--- src/rtl/bus_sched_pkg.sv ---
// Shared types and helpers for the round-robin bus scheduler.
//   sched_state_e : scheduler FSM states
//   dest_mask_t   : decoded destination mask plus invalid-ID flag
//   dest_mask()   : destination ID -> receiver mask decode
package bus_sched_pkg;

    localparam int unsigned ID_W       = 8;
    localparam int unsigned MAX_DRVRS  = 32;
    localparam int unsigned MASK_IDX_W = $clog2(MAX_DRVRS);
    localparam logic [ID_W-1:0] BROADCAST = 8'hFF;

    typedef enum logic [1:0] {
        IDLE  = 2'd0,
        POP   = 2'd1,
        ROUTE = 2'd2,
        PUSH  = 2'd3
    } sched_state_e;

    typedef struct packed {
        logic                 invalid;
        logic [MAX_DRVRS-1:0] mask;
    } dest_mask_t;

    // Broadcast targets every driver but the source; an ID beyond the
    // driver count is flagged invalid with an empty mask.
    function automatic dest_mask_t dest_mask(
        input logic [ID_W-1:0] dest,
        input logic [ID_W-1:0] src,
        input int unsigned     drvrs,
        input logic [ID_W-1:0] bcast = BROADCAST
    );
        dest_mask_t r;
        r = '0;
        if (dest == bcast) begin
            for (int unsigned i = 0; i < MAX_DRVRS; i++) begin
                if ((i < drvrs) && (i != 32'(src))) begin
                    r.mask[MASK_IDX_W'(i)] = 1'b1;
                end
            end
        end else if (32'(dest) < drvrs) begin
            for (int unsigned i = 0; i < MAX_DRVRS; i++) begin
                if (i == 32'(dest)) begin
                    r.mask[MASK_IDX_W'(i)] = 1'b1;
                end
            end
        end else begin
            r.invalid = 1'b1;
        end
        return r;
    endfunction

endpackage

--- src/rtl/bus_rr_scheduler_rr_arbiter.sv ---
// Combinational rotate-priority arbiter.
//   req     : request vector
//   last    : index of the previously served requester
//   gnt     : one-hot grant, first request searching upward from last+1
//   gnt_idx : index of the granted requester (0 when no request)
module rr_arbiter #(
    parameter int unsigned drvrs = 4,
    localparam int unsigned IDX_W = $clog2(drvrs)
) (
    input  logic [drvrs-1:0] req,
    input  logic [IDX_W-1:0] last,
    output logic [drvrs-1:0] gnt,
    output logic [IDX_W-1:0] gnt_idx
);

    logic found;

    // Walk the requesters starting just after last, wrapping modulo drvrs.
    always_comb begin
        gnt     = '0;
        gnt_idx = '0;
        found   = 1'b0;
        for (int unsigned off = 1; off <= drvrs; off++) begin
            int unsigned cand;
            cand = (32'(last) + off) % drvrs;
            if (!found && req[IDX_W'(cand)]) begin
                found               = 1'b1;
                gnt[IDX_W'(cand)]   = 1'b1;
                gnt_idx             = IDX_W'(cand);
            end
        end
    end

endmodule

--- src/rtl/bus_rr_scheduler.sv ---
// Round-robin scheduler for the shared broadcast bus.
//   clk, reset : clock, asynchronous active-high reset
//   pndng      : source FIFO i non-empty
//   D_pop      : head word of source FIFO i
//   rcv_full   : receiver FIFO i full
//   pop        : one-hot pop of the granted source
//   push       : push strobes into the target receiver(s)
//   D_push     : bus data, valid while any push bit is high
//   grant_id   : index of the last granted source
//   bus_busy   : high whenever the FSM is outside IDLE
//   drop_cnt   : saturating count of dropped packets
module bus_rr_scheduler
    import bus_sched_pkg::*;
#(
    parameter int unsigned    drvrs     = 4,
    parameter int unsigned    pckg_sz   = 16,
    parameter logic [ID_W-1:0] broadcast = BROADCAST,
    parameter int unsigned    timeout   = 16,
    localparam int unsigned   IDX_W     = $clog2(drvrs),
    localparam int unsigned   WAIT_W    = $clog2(timeout + 1)
) (
    input  logic                            clk,
    input  logic                            reset,
    input  logic [drvrs-1:0]                pndng,
    input  logic [drvrs-1:0][pckg_sz-1:0]   D_pop,
    input  logic [drvrs-1:0]                rcv_full,
    output logic [drvrs-1:0]                pop,
    output logic [drvrs-1:0]                push,
    output logic [pckg_sz-1:0]              D_push,
    output logic [IDX_W-1:0]                grant_id,
    output logic                            bus_busy,
    output logic [15:0]                     drop_cnt
);

    sched_state_e        state_q, state_d;
    logic [IDX_W-1:0]    grant_id_q, grant_id_d;
    logic [IDX_W-1:0]    last_q, last_d;
    logic [pckg_sz-1:0]  data_q, data_d;
    logic [WAIT_W-1:0]   wait_cnt_q, wait_cnt_d;
    logic [15:0]         drop_cnt_q, drop_cnt_d;
    logic [drvrs-1:0]    pop_q, pop_d;
    logic [drvrs-1:0]    push_q, push_d;
    logic [pckg_sz-1:0]  d_push_q, d_push_d;
    logic                bus_busy_q, bus_busy_d;

    logic [drvrs-1:0]    arb_gnt;
    logic [IDX_W-1:0]    arb_idx;
    dest_mask_t          dm;
    logic [drvrs-1:0]    mask;
    logic                blocked;

    rr_arbiter #(.drvrs(drvrs)) u_arb (
        .req     (pndng),
        .last    (last_q),
        .gnt     (arb_gnt),
        .gnt_idx (arb_idx)
    );

    // Destination decode of the latched packet.
    always_comb begin
        dm      = dest_mask(data_q[pckg_sz-1 -: ID_W], ID_W'(grant_id_q), drvrs, broadcast);
        mask    = dm.mask[drvrs-1:0];
        blocked = |(mask & rcv_full);
    end

    if (drvrs < MAX_DRVRS) begin : g_mask_tail
        logic unused_mask_tail;
        assign unused_mask_tail = ^dm.mask[MAX_DRVRS-1:drvrs];
    end

    // Next-state and registered-output logic.
    always_comb begin
        state_d    = state_q;
        grant_id_d = grant_id_q;
        last_d     = last_q;
        data_d     = data_q;
        wait_cnt_d = wait_cnt_q;
        drop_cnt_d = drop_cnt_q;
        pop_d      = '0;
        push_d     = '0;
        d_push_d   = d_push_q;

        case (state_q)
            IDLE: begin
                if (|pndng) begin
                    grant_id_d = arb_idx;
                    pop_d      = arb_gnt;
                    state_d    = POP;
                end
            end
            POP: begin
                data_d     = D_pop[grant_id_q];
                wait_cnt_d = '0;
                state_d    = ROUTE;
            end
            ROUTE: begin
                if (dm.invalid || (blocked && (wait_cnt_q == WAIT_W'(timeout - 1)))) begin
                    // Dropping still advances last so this source cannot hog the bus.
                    drop_cnt_d = (drop_cnt_q == 16'hFFFF) ? drop_cnt_q : drop_cnt_q + 16'd1;
                    last_d     = grant_id_q;
                    state_d    = IDLE;
                end else if (!blocked) begin
                    push_d   = mask;
                    d_push_d = data_q;
                    state_d  = PUSH;
                end else begin
                    wait_cnt_d = wait_cnt_q + WAIT_W'(1);
                end
            end
            PUSH: begin
                last_d  = grant_id_q;
                state_d = IDLE;
            end
            default: state_d = IDLE;
        endcase

        bus_busy_d = (state_d != IDLE);
    end

    always_ff @(posedge clk or posedge reset) begin
        if (reset) begin
            state_q    <= IDLE;
            grant_id_q <= '0;
            last_q     <= IDX_W'(drvrs - 1);
            data_q     <= '0;
            wait_cnt_q <= '0;
            drop_cnt_q <= '0;
            pop_q      <= '0;
            push_q     <= '0;
            d_push_q   <= '0;
            bus_busy_q <= 1'b0;
        end else begin
            state_q    <= state_d;
            grant_id_q <= grant_id_d;
            last_q     <= last_d;
            data_q     <= data_d;
            wait_cnt_q <= wait_cnt_d;
            drop_cnt_q <= drop_cnt_d;
            pop_q      <= pop_d;
            push_q     <= push_d;
            d_push_q   <= d_push_d;
            bus_busy_q <= bus_busy_d;
        end
    end

    assign pop      = pop_q;
    assign push     = push_q;
    assign D_push   = d_push_q;
    assign grant_id = grant_id_q;
    assign bus_busy = bus_busy_q;
    assign drop_cnt = drop_cnt_q;

endmodule
--- config.mk ---
export PLATFORM = sky130hd
export DESIGN_NAME = bus_rr_scheduler
export DESIGN_NICKNAME = d
export VERILOG_FILES = /design/src/rtl/bus_sched_pkg.sv /design/src/rtl/bus_rr_scheduler_rr_arbiter.sv /design/src/rtl/bus_rr_scheduler.sv
export SDC_FILE = /design/constraint.sdc
export NUM_CORES = 1
export LEC_CHECK = 0
export CORE_AREA = 2 2 80 120
export DETAILED_ROUTE_END_ITERATION = 8
export DIE_AREA = 0 0 82 122
export HOLD_SLACK_MARGIN = 0.05
export PLACE_DENSITY = 0.83
export SLEW_MARGIN = 30
export SYNTH_ARGS = -nofsm -noshare
export SYNTH_HDL_FRONTEND = slang
export SYNTH_HIERARCHICAL = 1
export SYNTH_SLANG_ARGS = --single-unit
export TNS_END_PERCENT = 5
--- constraint.sdc ---
create_clock -name clk -period 2.8 [get_ports clk]
set_clock_uncertainty 0.15 [all_clocks]
set_input_delay 0.56 -clock clk [delete_from_list [all_inputs] [get_ports clk]]
set_output_delay 0.56 -clock clk [all_outputs]
set_load 0.05 [all_outputs]
# After elaboration in Yosys (flattened, before gate mapping)
# Index checks and enable logic that the tools add are counted.
[classes]
reduce_logical = 25
order_cmp = 10
mux = 83
eq_ne = 43
addsub = 6
bitwise_logic = 7
[op_table]
columns = ["op", "n"]
rows = [
  ["$eq A5 B8 Y1 const A", 16],
  ["$eq A4 B8 Y1 const A", 8],
  ["$mux W1", 48],
  ["$mux W4", 10],
  ["$bmux W16 S2", 1],
  ["$eq A3 B8 Y1 const A", 4],
  ["$mux W32", 1],
  ["$mux W29", 1],
  ["$add A16 B1 Y16 const B", 1],
  ["$eq A16 B16 Y1 const B", 1],
  ["$eq A2 B8 Y1 const A", 2],
  ["$mux W16", 1],
  ["$mux W2", 8],
  ["$lt A2 B3 Y1 const B", 5],
  ["$or A4 B4 Y4", 3],
  ["$mux W5", 2],
  ["$pmux W5 S2", 1],
  ["$reduce_and A3 Y1", 3],
  ["$bmux W1 S2", 4],
  ["$demux W1 S2", 4],
  ["$eq A1 B8 Y1 const A", 1],
  ["$eq A8 B8 Y1 const B", 1],
  ["$ge A2 B1 Y1 const B", 4],
  ["$logic_and A1 B1 Y1", 8],
  ["other kinds (21)", 36],
]
[word_totals]
out_inout_bits = 43
elab_cells = 184
register_bits = 68

# Depth between registers and ports, before layout
[depth]
word_depth = 15
mapped_depth = 9
ltp_nobuf = 7

# Modules after synthesis
# The synthesis kept the hierarchy.
[modules_own_cells]
columns = ["module", "cells_per_inst", "area_per_inst_um2", "instances", "seq_area_each_um2"]
rows = [
  ["bus_rr_scheduler", 311, 3467.1, 1, 1704.1],
  ["rr_arbiter", 68, 545.5, 1, 0.0],
]

# Least setup slack after synthesis
# OpenSTA, ideal clock, no wires.
[synth_timing]
path_kind = "register to register"
from = "register grant_id_q[1] (netlist: grant_id[1])"
to = "register drop_cnt_q[1] (netlist: drop_cnt[1])"
stages_incl_launch_ff = 7
required_ns = 2.525
setup_slack_ns = 0.165
period_less_slack_ns = 2.635
setup_ns = 0.125
arrival_time_ns = 2.360
cell_sequence = "dfrtp_1 -> mux2_2 -> o22a_1 -> a22o_1 -> o21a_1 -> o21ai_0 -> mux2_2"
[synth_between]
elab_chain_len = 8
word_cells_on_any_way = 14
cone_classes = "eq/ne: 3; mux: 5; bitwise: 1; reduce/logical: 5"
[synth_rtl]
columns = ["element", "line_no", "source"]
rows = [
  ["start: declaration", "bus_rr_scheduler.sv:36", "logic [IDX_W-1:0] grant_id_q, grant_id_d;"],
  ["start signal: assignment", "bus_rr_scheduler.sv:134", "grant_id_q <= grant_id_d;"],
  ["$ne A1 B2 Y1, or another cell as far along", "bus_sched_pkg.sv:36", "if ((i < drvrs) && (i != 32'(src))) begin"],
  ["$mux W1", "bus_sched_pkg.sv:36", ""],
  ["$mux W4 (*)", "bus_sched_pkg.sv:34", "if (dest == bcast) begin"],
  ["$and A4 B4 Y4 (*)", "bus_rr_scheduler.sv:63", "blocked = |(mask & rcv_full);"],
  ["$reduce_or A4 Y1 (*)", "bus_rr_scheduler.sv:63", ""],
  ["$logic_and A1 B1 Y1 (*)", "bus_rr_scheduler.sv:97", "if (dm.invalid || (blocked && (wait_cnt_q == WAIT_W'(timeout - 1)))) begin"],
  ["$logic_or A1 B1 Y1 (*)", "bus_rr_scheduler.sv:97", ""],
  ["$reduce_and A3 Y1 (no line) (*)", "n/a", ""],
  ["end signal: assignment", "bus_rr_scheduler.sv:138", "drop_cnt_q <= drop_cnt_d;"],
  ["end: declaration", "bus_rr_scheduler.sv:40", "logic [15:0] drop_cnt_q, drop_cnt_d;"],
]
# Mark *: on every way between the ends. The rest lies on a longest branch, timed or not.
# A chain may end at the register's enable or synchronous reset.

# Final worst setup path
[layout_timing]
from = "input rcv_full[2]"
to = "register last_q[1]"
[layout_between]
elab_chain_len = 6
[layout_rtl]
columns = ["element", "line_no", "source"]
rows = [
  ["start: declaration", "bus_rr_scheduler.sv:26", "input logic [drvrs-1:0] rcv_full,"],
  ["$and A4 B4 Y4", "bus_rr_scheduler.sv:63", ""],
  ["$reduce_or A4 Y1", "bus_rr_scheduler.sv:63", ""],
  ["$logic_and A1 B1 Y1", "bus_rr_scheduler.sv:97", ""],
  ["$logic_or A1 B1 Y1", "bus_rr_scheduler.sv:97", ""],
  ["$ne A2 B2 Y1 (no line)", "n/a", ""],
  ["$reduce_and A2 Y1 (no line)", "n/a", ""],
  ["end signal: assignment", "bus_rr_scheduler.sv:124", "last_q <= IDX_W'(drvrs - 1);"],
  ["end signal: assignment", "bus_rr_scheduler.sv:135", "last_q <= last_d;"],
  ["end: declaration", "bus_rr_scheduler.sv:37", "logic [IDX_W-1:0] last_q, last_d;"],
]
# No other way between the ends.

==> run metrics <==
DP HPWL=~7.7 mm; worst slack, placed=-0.0677 ns; Hold EP=data_q[6]$_DFFE_PP0P_; Rows=between 40 and 50; worst hold start=data_q[6]$_DFFE_PP0P_; Worst Reg-to-Reg Cells=8; outcome=finished, final reports clean; Yosys reg bits=68; pwr dens=976 nW/um^2; Nets=between 500 and 600; # IOs=117; Setup CP Type=in2reg; drt wl/cell=between 15 and 20 um; Final setup viols=0; grt met1 use=between 20% and 30%; Tot GR Track Use=20.9%; Clock Path Buffers=2; First-pass DRT Iterations=4; Initial DRC Count=about 170; Psw=2.31 mW; async set-reset flop share out of synthesis=100%; synth unique cells=between 50 and 60; CTS Sinks=68; Leak=2.38 nW; Slew Limit Fails=0; GRT overflow=0; post-CTS setup buffers=0; setup slack, reg-to-reg=approximately 0.28 ns; Die Span Y=between 100 and 150 um; post-synth top area share=between 40% and 50%; first-pass GRT wire length=about 16 mm; # Max-Cap Violations=0; final hold vios=0; # DRC=0; total number of vias=3459; layout cells sized above 1=18.0%; launch point of the critical path=rcv_full[2]; fillcell total=between 700 and 800; Mapped Area=4010 um^2; core area=9040 um^2; Clk network pwr share=between 10% and 20%; Seq pwr share=~30%; initial core utilization=between 40% and 50%; endpoint required time on the critical path=approximately 2.9 ns; CTS tree=built; Int Power=3.19 mW; reg2reg start=grant_id[1]$_DFFE_PP0P_; die footprint=10000 um^2; final setup margin=approximately 0.26 ns; largest net degree at the start of global routing=32; met2 usage=around 37%; Post-CTS Hold Fix Bufs=0; met3 Use GR=under 10%; die width=between 80 and 90 um; Syn Nets=roughly 460; Max-slew headroom=between 50% and 60%; hold crit path type=reg2reg; CTS clock-pin slew for the worst setup and hold paths=0.05 ns; Worst-Skew Late Latency=about 0.33 ns; Post-synth EDFFs=0; H-tree depth=3; Yosys top cell by area=dfrtp_1; Peak Freq=394 MHz; DRT antenna net count=0; Crit path arrival time=between 2 and 3 ns; post-synthesis sequential area ratio=a little over two fifths; CTS buffer count=9; number of global-route vias before repair=about 3500; critical path endpoint category=register; synth warn=6; n_diodes=0; Syn-to-layout area delta=40.7%; Post-CTS Resized=0; routability cong.=about 0.83; syn_area_per_cell=10.6 um^2; Final Cycle Share=between 90% and 100%; hold path depth=2; Post-synth top flop=dfrtp_1; switch share=a little over two fifths; footprint of the multi-input gates=roughly 2100 um^2; setup tns final=0 ns; commonest non-fill, non-tap cell in the layout=clkdlybuf4s50_1; CP Max Fanout=3; routed wire length=~9.9 mm; CTS root buf=clkbuf_16; startpoint types=primary input; most frequent cells in the layout=114 x clkdlybuf4s50_1, 68 x nand2_1, 66 x dfrtp_1; IO Port Bufs=116; Sequential cell area=approximately 1700 um^2; Syn Inst Count=379; initial antenna violation count=0; Tot Pwr=5.51 mW; Worst VDD drop=between 800 and 900 uV; GRT Max-Usage Layer=met2; Vias per Instance=roughly 5.5; measured slew at the worst slew-check pin=0.683 ns; end of the worst register-to-register path=bus_busy$_DFF_PP0_; Comb pwr share=a little over half; post-layout minimum cycle time=about 2.5 ns; RSZ-0062 raised after global routing=false; main area contributors after synthesis=dfrtp_1 41%, mux4_2 10%, nand2_1 6.4%
==> through the flow <==
stage	instances	hold WS [ns]	cell area, um^2	util, %
after global routing	624	0.366	5640	62.4
after detailed placement	609	0.308	5370	59.5
after floorplan	379	0.290	4010	-
final	624	0.319	5640	62.4
after global placement	609	0.302	5370	59.5
after CTS	624	0.321	5640	62.4
==> how the worst max path moves through the flow <==
stage | end | slack [ns] | cells after the start
global route | D_push[11]$_DFFE_PP0P_ | 0.08 | 8
detailed placement | last_q[0]$_DFFE_PP1P_ | -0.07 | 7
CTS | last_q[1]$_DFFE_PP1P_ | 0.26 | 7
global placement | last_q[0]$_DFFE_PP1P_ | -0.03 | 7
floorplan | drop_cnt[1]$_DFFE_PP0P_ | 0.16 | 6
finish | last_q[1]$_DFFE_PP1P_ | 0.26 | 7
==> cell families after synthesis <==
group                    Yosys count  synth area share (%)
flip-flops                        68                  42.5
multiplexers                      37                  15.4
XOR/XNOR                          15                  3.27
adder cells (fa/ha/maj)           11                  3.43
AO/OA/AOI/OAI                     66                  12.9
buffers and inverters             34                  4.52
AND/OR/NAND/NOR                  148                  18.1
==> layer usage <==
layer / routed length, um / up-vias
li1: - / 1631
met1: 3860 / 1685
met2: 5370 / 120
met3: 465 / 23
met4: 242 / 0
met5: 0 / -
==> cells in the mapped netlist (all sizes together), types with 3 or more instances <==
library cell   n
buf           13
mux2          17
nor2          14
nor4           3
nand3         10
ha            11
o2111ai        8
and2           7
a221o          4
o21ai         23
inv           13
nand2         68
nor3          10
nor2b          7
and3           9
dfrtp         66
o21a           3
mux4          18
a22oi          3
xnor2         15
clkbuf         8
o211ai         8
==> area by class of cell <==
class / count / area share (%)
repair buffers: 139 / 24.0
clock inverters: 2 / 0.177
flip-flops and latches: 68 / 30.2
clock buffers: 13 / 4.61
well taps: 112 / 2.48
inverters: 13 / 0.865
multi-input cells: 277 / 37.7
==> critical path: stages <==
cell             delay, ns
clkdlybuf4s50_1       0.42
mux2_2                0.26
o22a_1                0.19
a22o_1                0.27
o21a_1                0.24
o31ai_1               0.32
mux2_2                0.38
==> flip-flops by register name, summed over array words and instances (netlist names) <==
signal / cells
D_push: 16
data_q: 16
drop_cnt: 16
wait_cnt_q: 5
pop: 4
push: 4
grant_id: 2
last_q: 2
state_q: 2
bus_busy: 1
==> power by group through the flow <==
stage          sequential, mW  clock (mW)  combinational (mW)
2_1_floorplan            2.15           0                1.45
3_3_place_gp             1.62           0                2.77
3_5_place_dp             1.64           0                2.86
4_1_cts                  1.63        1.03                2.88
5_1_grt                  1.67        1.08                3.09
6_report                 1.63        1.02                2.86
No activity file was read; power rests on OpenSTA's default activity.
